[src/rtl/input_conditioner.sv]
// Two-channel switch conditioner: 2-flop sync, 4-state debounce FSM, registered rise pulse.
// Define TOGGLE_MODE_EN to turn X/Y into press-toggled latches.
module input_conditioner #(
    parameter int unsigned DEBOUNCE_CYCLES = 4,
    parameter int unsigned CNT_W           = 8
) (
    input  logic CLK,
    input  logic RST,
    input  logic SW_X,
    input  logic SW_Y,
    output logic X,
    output logic Y,
    output logic X_RISE,
    output logic Y_RISE
);

    typedef enum logic [1:0] {
        StStableLo,
        StChkHi,
        StStableHi,
        StChkLo
    } state_e;

    localparam logic [CNT_W-1:0] CntLast = CNT_W'(DEBOUNCE_CYCLES - 1);

    logic [1:0] sw;
    logic [1:0] out_w;
    logic [1:0] rise_w;

    assign sw     = {SW_Y, SW_X};
    assign X      = out_w[0];
    assign Y      = out_w[1];
    assign X_RISE = rise_w[0];
    assign Y_RISE = rise_w[1];

    for (genvar c = 0; c < 2; c++) begin : g_ch
        logic             s1_q, s2_q;
        state_e           state_q, state_d;
        logic [CNT_W-1:0] cnt_q, cnt_d;
        logic             out_q, out_d;
        logic             rise_q, rise_d;

        always_ff @(posedge CLK or posedge RST) begin
            if (RST) begin
                s1_q    <= 1'b0;
                s2_q    <= 1'b0;
                state_q <= StStableLo;
                cnt_q   <= '0;
                out_q   <= 1'b0;
                rise_q  <= 1'b0;
            end else begin
                s1_q    <= sw[c];
                s2_q    <= s1_q;
                state_q <= state_d;
                cnt_q   <= cnt_d;
                out_q   <= out_d;
                rise_q  <= rise_d;
            end
        end

        always_comb begin
            state_d = state_q;
            cnt_d   = cnt_q;
            out_d   = out_q;
            rise_d  = 1'b0;
            unique case (state_q)
                StStableLo: begin
                    if (s2_q) begin
                        state_d = StChkHi;
                        cnt_d   = '0;
                    end
                end
                StChkHi: begin
                    if (!s2_q) begin
                        state_d = StStableLo;
                    end else if (cnt_q == CntLast) begin
                        state_d = StStableHi;
                        rise_d  = 1'b1;
`ifdef TOGGLE_MODE_EN
                        out_d   = ~out_q;
`else
                        out_d   = 1'b1;
`endif
                    end else begin
                        cnt_d = cnt_q + CNT_W'(1);
                    end
                end
                StStableHi: begin
                    if (!s2_q) begin
                        state_d = StChkLo;
                        cnt_d   = '0;
                    end
                end
                StChkLo: begin
                    if (s2_q) begin
                        state_d = StStableHi;
                    end else if (cnt_q == CntLast) begin
                        state_d = StStableLo;
                        // In toggle mode a release is accepted but leaves the output alone.
`ifdef TOGGLE_MODE_EN
                        out_d   = out_q;
`else
                        out_d   = 1'b0;
`endif
                    end else begin
                        cnt_d = cnt_q + CNT_W'(1);
                    end
                end
                default: state_d = StStableLo;
            endcase
        end

        assign out_w[c]  = out_q;
        assign rise_w[c] = rise_q;
    end

endmodule

[config.mk]
export PLATFORM = sky130hd
export DESIGN_NAME = input_conditioner
export DESIGN_NICKNAME = d
export VERILOG_FILES = /design/src/rtl/input_conditioner.sv
export SDC_FILE = /design/constraint.sdc
export NUM_CORES = 1
export LEC_CHECK = 0
export CORE_ASPECT_RATIO = 0.9
export CORE_MARGIN = 1
export CORE_UTILIZATION = 45
export DETAILED_ROUTE_END_ITERATION = 12
export PLACE_DENSITY = 0.65
export SLEW_MARGIN = 25
export SYNTH_ARGS = -nofsm -noshare
export SYNTH_HDL_FRONTEND = slang
export SYNTH_SLANG_ARGS = --single-unit
[constraint.sdc]
create_clock -name CLK -period 1.6 [get_ports CLK]
set_input_delay 0.24 -clock CLK [delete_from_list [all_inputs] [get_ports CLK]]
set_output_delay 0.24 -clock CLK [all_outputs]
set_load 0.1 [all_outputs]
==> results of run 1 <==
power groups by stage:
stage                     sequential (mW)  combinational, mW  clock [mW]
final                               0.927               1.28       0.457
after global routing                0.943               1.38       0.505
after CTS                           0.926               1.16       0.475
after detailed placement            0.939               1.10           0
after global placement              0.932               1.07           0
after floorplan                      1.03              0.595           0
kinds of logic after synthesis:
logic type / count (synthesis) / share of synthesized area, %
mux: 1 / 0.753
xor+xnor: 2 / 1.32
flops: 28 / 52.7
compound gates: 35 / 18.2
fa+ha+maj: 2 / 1.88
buf+inv: 8 / 3.39
simple gates: 51 / 21.8
registers in the layout, summed over array words and instances (netlist names), named ones only:
register / flops
g_ch.state_q: 2
Y: 1
Y_RISE: 1
g_ch.cnt_q: 16
g_ch.s2_q: 2
X_RISE: 1
g_ch.s1_q: 2
X: 1
worst max-delay path by stage:
stage	from	to	depth (start not counted)
5_1_grt	g_ch[1].cnt_q[0]	g_ch[1].cnt_q[6]	5
6_report	g_ch[1].cnt_q[1]	g_ch[1].cnt_q[4]	5
3_3_place_gp	g_ch[1].cnt_q[1]	g_ch[1].cnt_q[3]	5
3_5_place_dp	g_ch[1].cnt_q[1]	g_ch[1].cnt_q[2]	6
2_1_floorplan	g_ch[1].cnt_q[0]	g_ch[1].cnt_q[6]	6
4_1_cts	g_ch[1].cnt_q[1]	Y	5
layout by cell type (no fill, tap or decap), types with 2 or more instances in the layout:
cell | netlist | layout
sky130_fd_sc_hd__o21ai_2 | 0 | 3
sky130_fd_sc_hd__or4b_4 | 1 | 2
sky130_fd_sc_hd__nand3_1 | 5 | 5
sky130_fd_sc_hd__ha_2 | 0 | 2
sky130_fd_sc_hd__a21boi_0 | 2 | 2
sky130_fd_sc_hd__clkbuf_4 | 0 | 3
sky130_fd_sc_hd__nand2_1 | 18 | 16
sky130_fd_sc_hd__a41oi_1 | 2 | 2
sky130_fd_sc_hd__inv_1 | 4 | 4
sky130_fd_sc_hd__nand2b_1 | 3 | 3
sky130_fd_sc_hd__buf_12 | 0 | 4
sky130_fd_sc_hd__nand3b_1 | 2 | 2
sky130_fd_sc_hd__dfrtp_1 | 28 | 28
sky130_fd_sc_hd__o31ai_2 | 0 | 2
sky130_fd_sc_hd__o21ai_1 | 2 | 6
sky130_fd_sc_hd__a31oi_1 | 2 | 2
sky130_fd_sc_hd__nand4_1 | 2 | 2
sky130_fd_sc_hd__clkdlybuf4s50_1 | 0 | 3
sky130_fd_sc_hd__nor2_1 | 4 | 4
sky130_fd_sc_hd__o21ai_0 | 15 | 8
sky130_fd_sc_hd__nand2_2 | 0 | 2
sky130_fd_sc_hd__and2_1 | 4 | 4
sky130_fd_sc_hd__buf_6 | 1 | 4
sky130_fd_sc_hd__buf_4 | 1 | 24
cell type report:
| type | instances | area share [%] |
|---|---|---|
| repair buffers | 35 | 18.5 |
| well taps | 40 | 2.75 |
| inverters | 5 | 1.17 |
| clock buffers | 3 | 1.24 |
| multi-input cells | 91 | 36.2 |
| flip-flops and latches | 28 | 38.6 |
| clock inverters | 1 | 1.65 |
critical path, delay by kind of cell (launching register included):
kind / cells / cell delay [ns]
and+or+nand+nor: 2 / 0.72
DFF: 1 / 0.39
AOI/OAI and AO/OA: 2 / 0.31
adders and majority gates: 1 / 0.18
through the flow:
step	power, mW	std cells	setup TNS [ns]
detailed placement	2.04	194	-0.155
global placement	2.00	194	-0.0367
floorplan	1.62	127	-0.120
CTS	2.56	200	-0.368
finish	2.66	203	-0.539
global route	2.83	203	-1.61
metal layers:
layer	wire [um]	GRT usage, %	vias to the layer above
li1	-	-	533
met1	1330	26.3	531
met2	1350	33.3	17
met3	64	4.33	4
met4	23	5.16	0
met5	0	0	-
repair_timing:
action	4_1_cts	5_1_grt
resized for setup	5	18
endpoints found under the setup margin	10	21
setup buffers	2	4
pin swaps	2	7
==> out/metrics.cfg, run 1 <==
[outcome]
outcome=finished, violations left
failing_checks=setup timing

[cells_and_area]
antenna-diode-count=0
fillerInstances=232
final-seq-area_um2=701
multi_input_area_um2=657
design_area_mm2=0.00182
areaGrowthSynthToFinish_pct=36.6
postLayoutCoreUtil_pct=65.6
layout.nets=170
layout-drive-gt1-share_pct=35.0

[sta]
tightestPinTransition_ns=0.359
finalHoldViolations=0
final_setup_violating_endpoints=9
post-route-period-util_pct=106
maxSlewHeadroom_pct=76.1
finalCriticalPeriod_ns=1.69
maxClockFrequency_mhz=591
finClkSkew_ns=0.0117
post-route-worst-setup-slack_ns=-0.0928
rsz0062_at_grt=yes
fin_worst_hold_slack_ns=0.257
number_of_slew_limit_violations_in_the_final_report=0

[placement]
dp_hpwl_um=1900
gpl.final_weighted_congestion=0.818
placement.io_buffers=7
dpl-instance-area_mm2=0.00165
dp_worst_slack_ns=-0.0408

[clocking]
clock-sinks=28
max-clock-path-buffers=2
worst_skew_pair.late_latency_ns=0.33
number_of_h_tree_levels=1
clockRootBuffer=sky130_fd_sc_hd__clkbuf_4
tritoncts.num_buffers=3
cts_hold_buf=0
tritoncts=done
clk_transition_reported_paths_ns=0.15

[global_route]
maximum_number_of_pins_on_one_net_before_global_route_repair=29
global_route_total_usage_across_every_layer_pct=19.9
grt_pass1_vias=1106
grt_first_pass_wirelength_um=4700
antenna_found_initial=0
grt.overflow.total=0

[logic_synthesis]
post-synth-top-area-cell=sky130_fd_sc_hd__dfrtp_1
netlist_top_cells_count=sky130_fd_sc_hd__dfrtp_1, sky130_fd_sc_hd__nand2_1, sky130_fd_sc_hd__o21ai_0, sky130_fd_sc_hd__nand3_1
synth_cells=127
synthesis.nets=133
synth_cell_types=42
syn_area_mm2=0.00133
seq_area_frac_synth_pct=52.7
share_of_flip_flops_with_an_asynchronous_set_or_reset_after_synthesis_pct=100
synth-seq-cells=28
ys_dominant_reg_cell=sky130_fd_sc_hd__dfrtp_1
synth.most_common_cell=sky130_fd_sc_hd__dfrtp_1
yosys_warnings=0
netlist.area_leader.share_pct=52.7
synthTopCellsByArea=sky130_fd_sc_hd__dfrtp_1, sky130_fd_sc_hd__o21ai_0, sky130_fd_sc_hd__nand2_1
synth_enable_flop_cells=0
post_synth.cell_area_avg_um2=10.5

[critical_path]
critical_path.slowest_cell=sky130_fd_sc_hd__or4b_4
r2r_start=g_ch[1].cnt_q[1]
worst_ep_required_time_ns=1.83
crit_path_cell_trace=ha_2, or4b_4, o21bai_4, or2_4, o31ai_1
worst-setup-path-type=reg2reg
rr_endpoint=g_ch[1].cnt_q[4]
timing.critical_path.to_type=flip-flop
worst-endpoint-arrival_ns=1.92
worstRegToRegCells=5
cpPeakStageDelay_ns=0.49
r2r_slack_ns=-0.09
critical_path.max_fanout=8
worst_setup_path_start_kind=flip-flop

[routing]
totalWireLength_um=2780
number_of_drc_violations_after_detailed_routing=0
dr.first_iter.drc_count=28
detail_route.first_pass.iterations=4
route.vias.total=1085
antenna_violating_nets_remaining=0
routed_via_density=5.34
routedWlPerCell_um=13.7

[power_and_ir_drop]
combinationalPowerShare_pct=48.0
powerDensity_mw_per_mm2=1470
static-leakage-power_nw=0.833
clock_power_share_pct=17.2
power_switching_mw=0.949
power.share.switching_pct=35.7
vdd_ir_drop_max_v=0.000829
power_frac_seq_pct=34.8
internal_power_mw=1.71

[floorplan]
die_w_um=59.3
floorplan.initialDensity_pct=48.0
std_cell_core_area_mm2=0.00277
rows=18
num_io_pins=8
die_height_um=53.6
die_area_mm2=0.00318

[run]
maxCapViolCount=0

[hold_path]
min_path_type=in2async

Note: power is estimated with default switching activity, not from simulation.
==> run 2, diff against run 1 <==
--- a/config.mk
+++ b/config.mk
@@ -7,9 +7,10 @@
 export LEC_CHECK = 0
 export CORE_ASPECT_RATIO = 0.9
 export CORE_MARGIN = 1
-export CORE_UTILIZATION = 45
+export CORE_UTILIZATION = 34
 export DETAILED_ROUTE_END_ITERATION = 12
-export PLACE_DENSITY = 0.65
+export PLACE_DENSITY = 0.51
+export RECOVER_POWER = 25
 export SLEW_MARGIN = 25
 export SYNTH_ARGS = -nofsm -noshare
 export SYNTH_HDL_FRONTEND = slang
==> run 2 against run 1 <==
The run still ends with setup timing left. Power shrank 6.8%. Core utilization decreased by 18 points. Cell count grew 2.5%. Worst setup slack better by 0.058 ns. Sequential share of layout area is 1.1 points higher. Combinational power shrank 8%. Sequential cell count stayed put. Fmax is 3.6% higher. Register-to-register slack gained 0.06 ns. Die area grew 31%.
==> out/metrics.cfg, run 2 (synthesis gave the netlist of run 1 again) <==
[critical_path]
r2r_slack_ns=-0.03  ; +0.06 ns
worst_ep_required_time_ns=1.76  ; -0.07 ns
worst_setup_path_start_kind=flip-flop
worst-endpoint-arrival_ns=1.80  ; -0.12 ns
timing.critical_path.to_type=flip-flop
critical_path.max_fanout=5  ; -3
worst-setup-path-type=reg2reg

[sta]
maxClockFrequency_mhz=612  ; +3.6%
number_of_slew_limit_violations_in_the_final_report=0  ; unchanged
final_setup_violating_endpoints=8  ; -1
maxSlewHeadroom_pct=53.1  ; -23 points
tightestPinTransition_ns=0.703  ; +0.344 ns
post-route-worst-setup-slack_ns=-0.0344  ; +0.0584 ns
post-route-period-util_pct=102  ; -3.6 points
tns_ns=-0.144  ; +0.396 ns
finClkSkew_ns=0.00848  ; -0.00317 ns
finalCriticalPeriod_ns=1.63  ; -0.0584 ns
finalHoldViolations=0  ; unchanged
rsz0062_at_grt=yes

[global_route]
global_route_total_usage_across_every_layer_pct=14.8  ; -5.1 points
grt.overflow.total=0  ; unchanged
grt_pass1_vias=1047  ; -5.3%
maximum_number_of_pins_on_one_net_before_global_route_repair=29  ; unchanged
antenna_found_initial=0  ; unchanged
grt_first_pass_wirelength_um=4530  ; -3.5%

[cells_and_area]
layout.nets=170  ; unchanged
final-seq-area_um2=701  ; unchanged
antenna-diode-count=0  ; unchanged
most-common-layout-cells=sky130_fd_sc_hd__dfrtp_1, sky130_fd_sc_hd__buf_4, sky130_fd_sc_hd__nand2_1
largest_reg_flops=16  ; unchanged
max_flop_register=g_ch.cnt_q
design_area_mm2=0.00177  ; -2.8%
layout.cells.most_common=sky130_fd_sc_hd__dfrtp_1
areaGrowthSynthToFinish_pct=32.7
layout-drive-gt1-share_pct=31.5  ; -3.5 points
multi_input_area_um2=631  ; -4.0%
fillerInstances=348  ; +50%

[clocking]
worst_skew_pair.late_latency_ns=0.27  ; -0.06 ns
cts_hold_buf=0  ; unchanged
max-clock-path-buffers=2  ; unchanged
clockRootBuffer=sky130_fd_sc_hd__clkbuf_8
clock-sinks=28  ; unchanged
tritoncts.num_buffers=3  ; unchanged
number_of_h_tree_levels=1  ; unchanged
clk_transition_reported_paths_ns=0.10  ; -0.05 ns
tritoncts=done

[floorplan]
die_height_um=61.3  ; +14%
std_cell_core_area_mm2=0.00373  ; +35%
rows=21  ; +3
die_area_mm2=0.00417  ; +31%
num_io_pins=8  ; unchanged
die_w_um=67.9  ; +15%
floorplan.initialDensity_pct=35.6  ; -12 points

[power_and_ir_drop]
power_switching_mw=0.919  ; -3.1%
clock_power_share_pct=15.2  ; -2.0 points
vdd_ir_drop_max_v=0.000616  ; -26%
powerDensity_mw_per_mm2=1410  ; -4.0%
static-leakage-power_nw=0.811  ; -2.6%
internal_power_mw=1.56  ; -8.8%
power.share.switching_pct=37.0  ; +1.4 points
combinationalPowerShare_pct=47.5  ; -0.5 points
power_frac_seq_pct=37.3  ; +2.5 points

[outcome]
failing_checks=setup timing
outcome=finished, violations left

[placement]
dp_hpwl_um=1960  ; +3.4%
dp_worst_slack_ns=-0.0410  ; -0.000238 ns
gpl.final_weighted_congestion=0.849  ; +3.8%
dpl-instance-area_mm2=0.00166  ; +0.45%
placement.io_buffers=7  ; unchanged

[routing]
detail_route.first_pass.iterations=4  ; unchanged
met2_routed_wirelength_um=1300  ; -3.8%
routed_via_density=5.27  ; -1.4%
antenna_violating_nets_remaining=0  ; unchanged
totalWireLength_um=2780  ; about the same
route.vias.total=1096  ; +1.0%
top_signal_layer_used=met4
met3RoutedLength_um=99  ; +55%
number_of_drc_violations_after_detailed_routing=0  ; unchanged
dr.first_iter.drc_count=85  ; +200%
routedWlPerCell_um=13.3  ; -2.4%
wl_met1_um=1350  ; +1.3%

[run]
maxCapViolCount=0  ; unchanged

[hold_path]
min_path_type=reg2reg

==> run 2: final cells by class <==
| type | instances | area share, % |
|---|---|---|
| Clock buffer | 3 | 2.34 |
| Inverter | 5 | 1.20 |
| Multi-Input combinational cell | 92 | 35.7 |
| Sequential cell | 28 | 39.7 |
| Tap cell | 46 | 3.26 |
| Timing Repair Buffer | 34 | 17.8 |
==> run 2: power by group through the flow <==
stage / clock, mW / sequential, mW / combinational [mW]
6_report: 0.377 / 0.927 / 1.18
5_1_grt: 0.427 / 0.945 / 1.28
4_1_cts: 0.401 / 0.929 / 1.12
3_5_place_dp: 0 / 0.941 / 1.04
3_3_place_gp: 0 / 0.931 / 1.04
2_1_floorplan: 0 / 1.03 / 0.595
==> run 2: per-stage QoR <==
| step | std cells | hold WS [ns] | utilization, % | power [mW] |
|---|---|---|---|---|
| after global routing | 208 | 0.372 | 47.3 | 2.65 |
| after CTS | 206 | 0.331 | 46.6 | 2.45 |
| after global placement | 200 | 0.335 | 44.5 | 1.97 |
| final | 208 | 0.356 | 47.3 | 2.48 |
| after floorplan | 127 | 0.271 | - | 1.62 |
| after detailed placement | 200 | 0.337 | 44.5 | 1.98 |
==> run 2: routing by layer <==
metal  up-vias  GRT usage [%]
met2        27           23.5
met3         4           4.81
met5         -              0
met4         0           5.06
met1       532           19.0
li1        533              -
==> run 2: final timing paths <==
kind / startpoint / to / cells after the start
max: g_ch[1].cnt_q[1] / g_ch[1].cnt_q[3] / 5
min: g_ch[1].s1_q / g_ch[1].s2_q / 0
max reg2reg: g_ch[1].cnt_q[1] / g_ch[1].cnt_q[3] / 5
min reg2reg: g_ch[1].s1_q / g_ch[1].s2_q / 0
max in group asynchronous: RST / Y_RISE / 3
min in group asynchronous: RST / g_ch[0].cnt_q[7] / 3
==> run 2: repair_timing <==
item,4_1_cts,5_1_grt
gates resized for setup,2,8
pin swaps,5,6
cloned,1,0
endpoints found under the setup margin,10,15
setup buffers,2,2
==> run 2: worst max-delay path, cell delays in order (launching register included) <==
cell	delay, ns
sky130_fd_sc_hd__dfrtp_1	0.38
sky130_fd_sc_hd__ha_2	0.18
sky130_fd_sc_hd__or4b_4	0.50
sky130_fd_sc_hd__o21bai_4	0.20
sky130_fd_sc_hd__or2_4	0.20
sky130_fd_sc_hd__o31ai_1	0.08
==> run 3, diff against run 2 <==
--- a/config.mk
+++ b/config.mk
@@ -9,6 +9,7 @@
 export CORE_MARGIN = 1
 export CORE_UTILIZATION = 34
 export DETAILED_ROUTE_END_ITERATION = 12
+export GPL_TIMING_DRIVEN = 0
 export PLACE_DENSITY = 0.51
 export RECOVER_POWER = 25
 export SLEW_MARGIN = 25
==> run 3 against run 2 <==
The run still ends with setup timing left. Global-route usage is 0.15 points higher. Worst hold slack improved by 0.0018 ns. Clock skew is 0.0052 ns lower. Register-to-register slack worse by 0.04 ns. Routed wire length fell by 2.7%. Fmax down 2.2%. Sequential power up 2%. Core utilization decreased by 1.7 points. Cell count down 6.3%. Via count shrank 7.1%. First-iteration DRC count is 2.4% higher. Critical path type unchanged.
==> out/metrics.cfg, run 3 (synthesis gave the netlist of run 1 again) <==
[placement]
dp_worst_slack_ns=-0.159  ; -0.118 ns
placement.io_buffers=7  ; unchanged
gpl.final_weighted_congestion=0.752  ; -11%
dpl-instance-area_mm2=0.00147  ; -11%
dp_hpwl_um=1680  ; -14%

[power_and_ir_drop]
static-leakage-power_nw=0.747  ; -7.9%
fin_total_pwr_mw=2.54  ; +2.3%
vdd_ir_drop_max_v=0.000659  ; +7.0%
powerDensity_mw_per_mm2=1490  ; +6.1%

[global_route]
grt_pass1_vias=977  ; -6.7%
antenna_found_initial=0  ; unchanged
grt_first_pass_wirelength_um=4480  ; -1.2%
global_route_total_usage_across_every_layer_pct=14.9  ; +0.15 points
maximum_number_of_pins_on_one_net_before_global_route_repair=29  ; unchanged
grt.overflow.total=0  ; unchanged

[routing]
antenna_violating_nets_remaining=0  ; unchanged
detail_route.first_pass.iterations=4  ; unchanged
routedWlPerCell_um=13.9  ; +3.8%
dr.first_iter.drc_count=87  ; +2.4%
number_of_drc_violations_after_detailed_routing=0  ; unchanged
route.vias.total=1018  ; -7.1%
routed_via_density=5.22  ; -0.92%
totalWireLength_um=2700  ; -2.7%

[clocking]
tritoncts.num_buffers=3  ; unchanged
cts_hold_buf=0  ; unchanged
tritoncts=done
clockRootBuffer=sky130_fd_sc_hd__clkbuf_8
clock-sinks=28  ; unchanged
max-clock-path-buffers=2  ; unchanged
worst_skew_pair.late_latency_ns=0.27  ; about the same
clk_transition_reported_paths_ns=0.09  ; about the same
number_of_h_tree_levels=1  ; unchanged

[sta]
fin_worst_hold_slack_ns=0.358  ; +0.00179 ns
post-route-period-util_pct=104  ; +2.3 points
maxSlewHeadroom_pct=27.9  ; -25 points
number_of_slew_limit_violations_in_the_final_report=0  ; unchanged
final_setup_violating_endpoints=7  ; -1
tightestPinTransition_ns=1.08  ; +0.377 ns
finalHoldViolations=0  ; unchanged
finalCriticalPeriod_ns=1.67  ; +0.0367 ns
finClkSkew_ns=0.00325  ; -0.00523 ns
rsz0062_at_grt=yes
post-route-worst-setup-slack_ns=-0.0711  ; -0.0367 ns
maxClockFrequency_mhz=598  ; -2.2%

[cells_and_area]
largest_reg_flops=16  ; unchanged
design_area_mm2=0.00170  ; -3.6%
layout.nets=156  ; -8.2%
most-common-layout-cells=sky130_fd_sc_hd__dfrtp_1, sky130_fd_sc_hd__nand2_1, sky130_fd_sc_hd__o21ai_0
antenna-diode-count=0  ; unchanged
max_flop_register=g_ch.cnt_q
layout-drive-gt1-share_pct=28.2  ; -3.3 points
layout.cells.most_common=sky130_fd_sc_hd__dfrtp_1
postLayoutCoreUtil_pct=45.6  ; -1.7 points
areaGrowthSynthToFinish_pct=27.9
fillerInstances=352  ; +1.1%

[critical_path]
critical_path.max_fanout=5  ; unchanged
worst_ep_required_time_ns=1.76  ; about the same
worst_setup_path_start_kind=flip-flop
worst-endpoint-arrival_ns=1.83  ; +0.03 ns
worst-setup-path-type=reg2reg
timing.critical_path.to_type=flip-flop

[floorplan]
std_cell_core_area_mm2=0.00373  ; unchanged
die_height_um=61.3  ; unchanged
die_area_mm2=0.00417  ; unchanged
die_w_um=67.9  ; unchanged
floorplan.initialDensity_pct=35.6  ; unchanged
num_io_pins=8  ; unchanged
rows=21  ; unchanged

[outcome]
outcome=finished, violations left
failing_checks=setup timing

[run]
maxCapViolCount=0  ; unchanged

[hold_path]
min_path_type=reg2reg

## run 3: changes by cell type in the layout (fill, tap and decap cells not counted), sizes merged
cell / previous run / this run
clkdlybuf4s15: 0 / 4
o21bai: 2 / 1
clkbuf: 4 / 3
buf: 30 / 14
bufinv: 0 / 1
## run 3: final cells by class
type | instances | area (um2) | share of cell area, %
repair buffers | 18 | 159 | 9.34
well taps | 46 | 57.6 | 3.38
plain buffers | 3 | 23.8 | 1.40
clock buffers | 3 | 41.3 | 2.43
clock inverters | 1 | 30.0 | 1.76
inverters | 5 | 23.8 | 1.40
flip-flops and latches | 28 | 702 | 41.3
multi-input cells | 91 | 664 | 39.0
## run 3: routing by layer
layer	GRT usage [%]	share of wire, %	up-vias
li1	-	-	506
met3	4.44	2.3	2
met4	5.36	0.74	0
met1	19.0	50	501
met5	0	0	-
met2	24.1	47	9
## run 3: timing repair
action / CTS / global route
hold endpoints to repair: 0 / 0
setup endpoints to repair: 17 / 19
pin swaps: 6 / 6
gates resized for setup: 18 / 11
buffers inserted: 7 / 3
gates cloned: 1 / 0
## run 3: worst max-delay path, stage by stage, from the launching register on
cell and delay, ns:
sky130_fd_sc_hd__dfrtp_1 0.41, sky130_fd_sc_hd__ha_4 0.15, sky130_fd_sc_hd__or4b_4 0.48, sky130_fd_sc_hd__o21bai_4 0.15, sky130_fd_sc_hd__buf_6 0.13, sky130_fd_sc_hd__or2_4 0.16, sky130_fd_sc_hd__o31ai_1 0.07
## run 3: path summary, 6_finish.rpt
path	startpoint	slack (ns)	cells after the start	to
worst max-delay path	g_ch[1].cnt_q[0]	-0.07	6	g_ch[1].cnt_q[4]
worst min-delay path	g_ch[1].s1_q	0.36	0	g_ch[1].s2_q
worst max register to register	g_ch[1].cnt_q[0]	-0.07	6	g_ch[1].cnt_q[4]
worst min register to register	g_ch[1].s1_q	0.36	0	g_ch[1].s2_q
max in group asynchronous	RST	0.21	2	g_ch[1].cnt_q[4]
min in group asynchronous	RST	0.67	2	g_ch[0].cnt_q[0]
## run 3: report_power, final
group / switching [mW] / internal [mW]
logic: 0.583 / 0.456
clock network: 0.218 / 0.335
registers: 0.118 / 0.828
total: 0.919 / 1.62
## run 3: through the flow
| stage | TNS, ns | cells |
|---|---|---|
| floorplan | -0.120 | 127 |
| global placement | -1.41 | 180 |
| detailed placement | -1.50 | 180 |
| CTS | -0.457 | 192 |
| global route | -0.996 | 195 |
| finish | -0.359 | 195 |
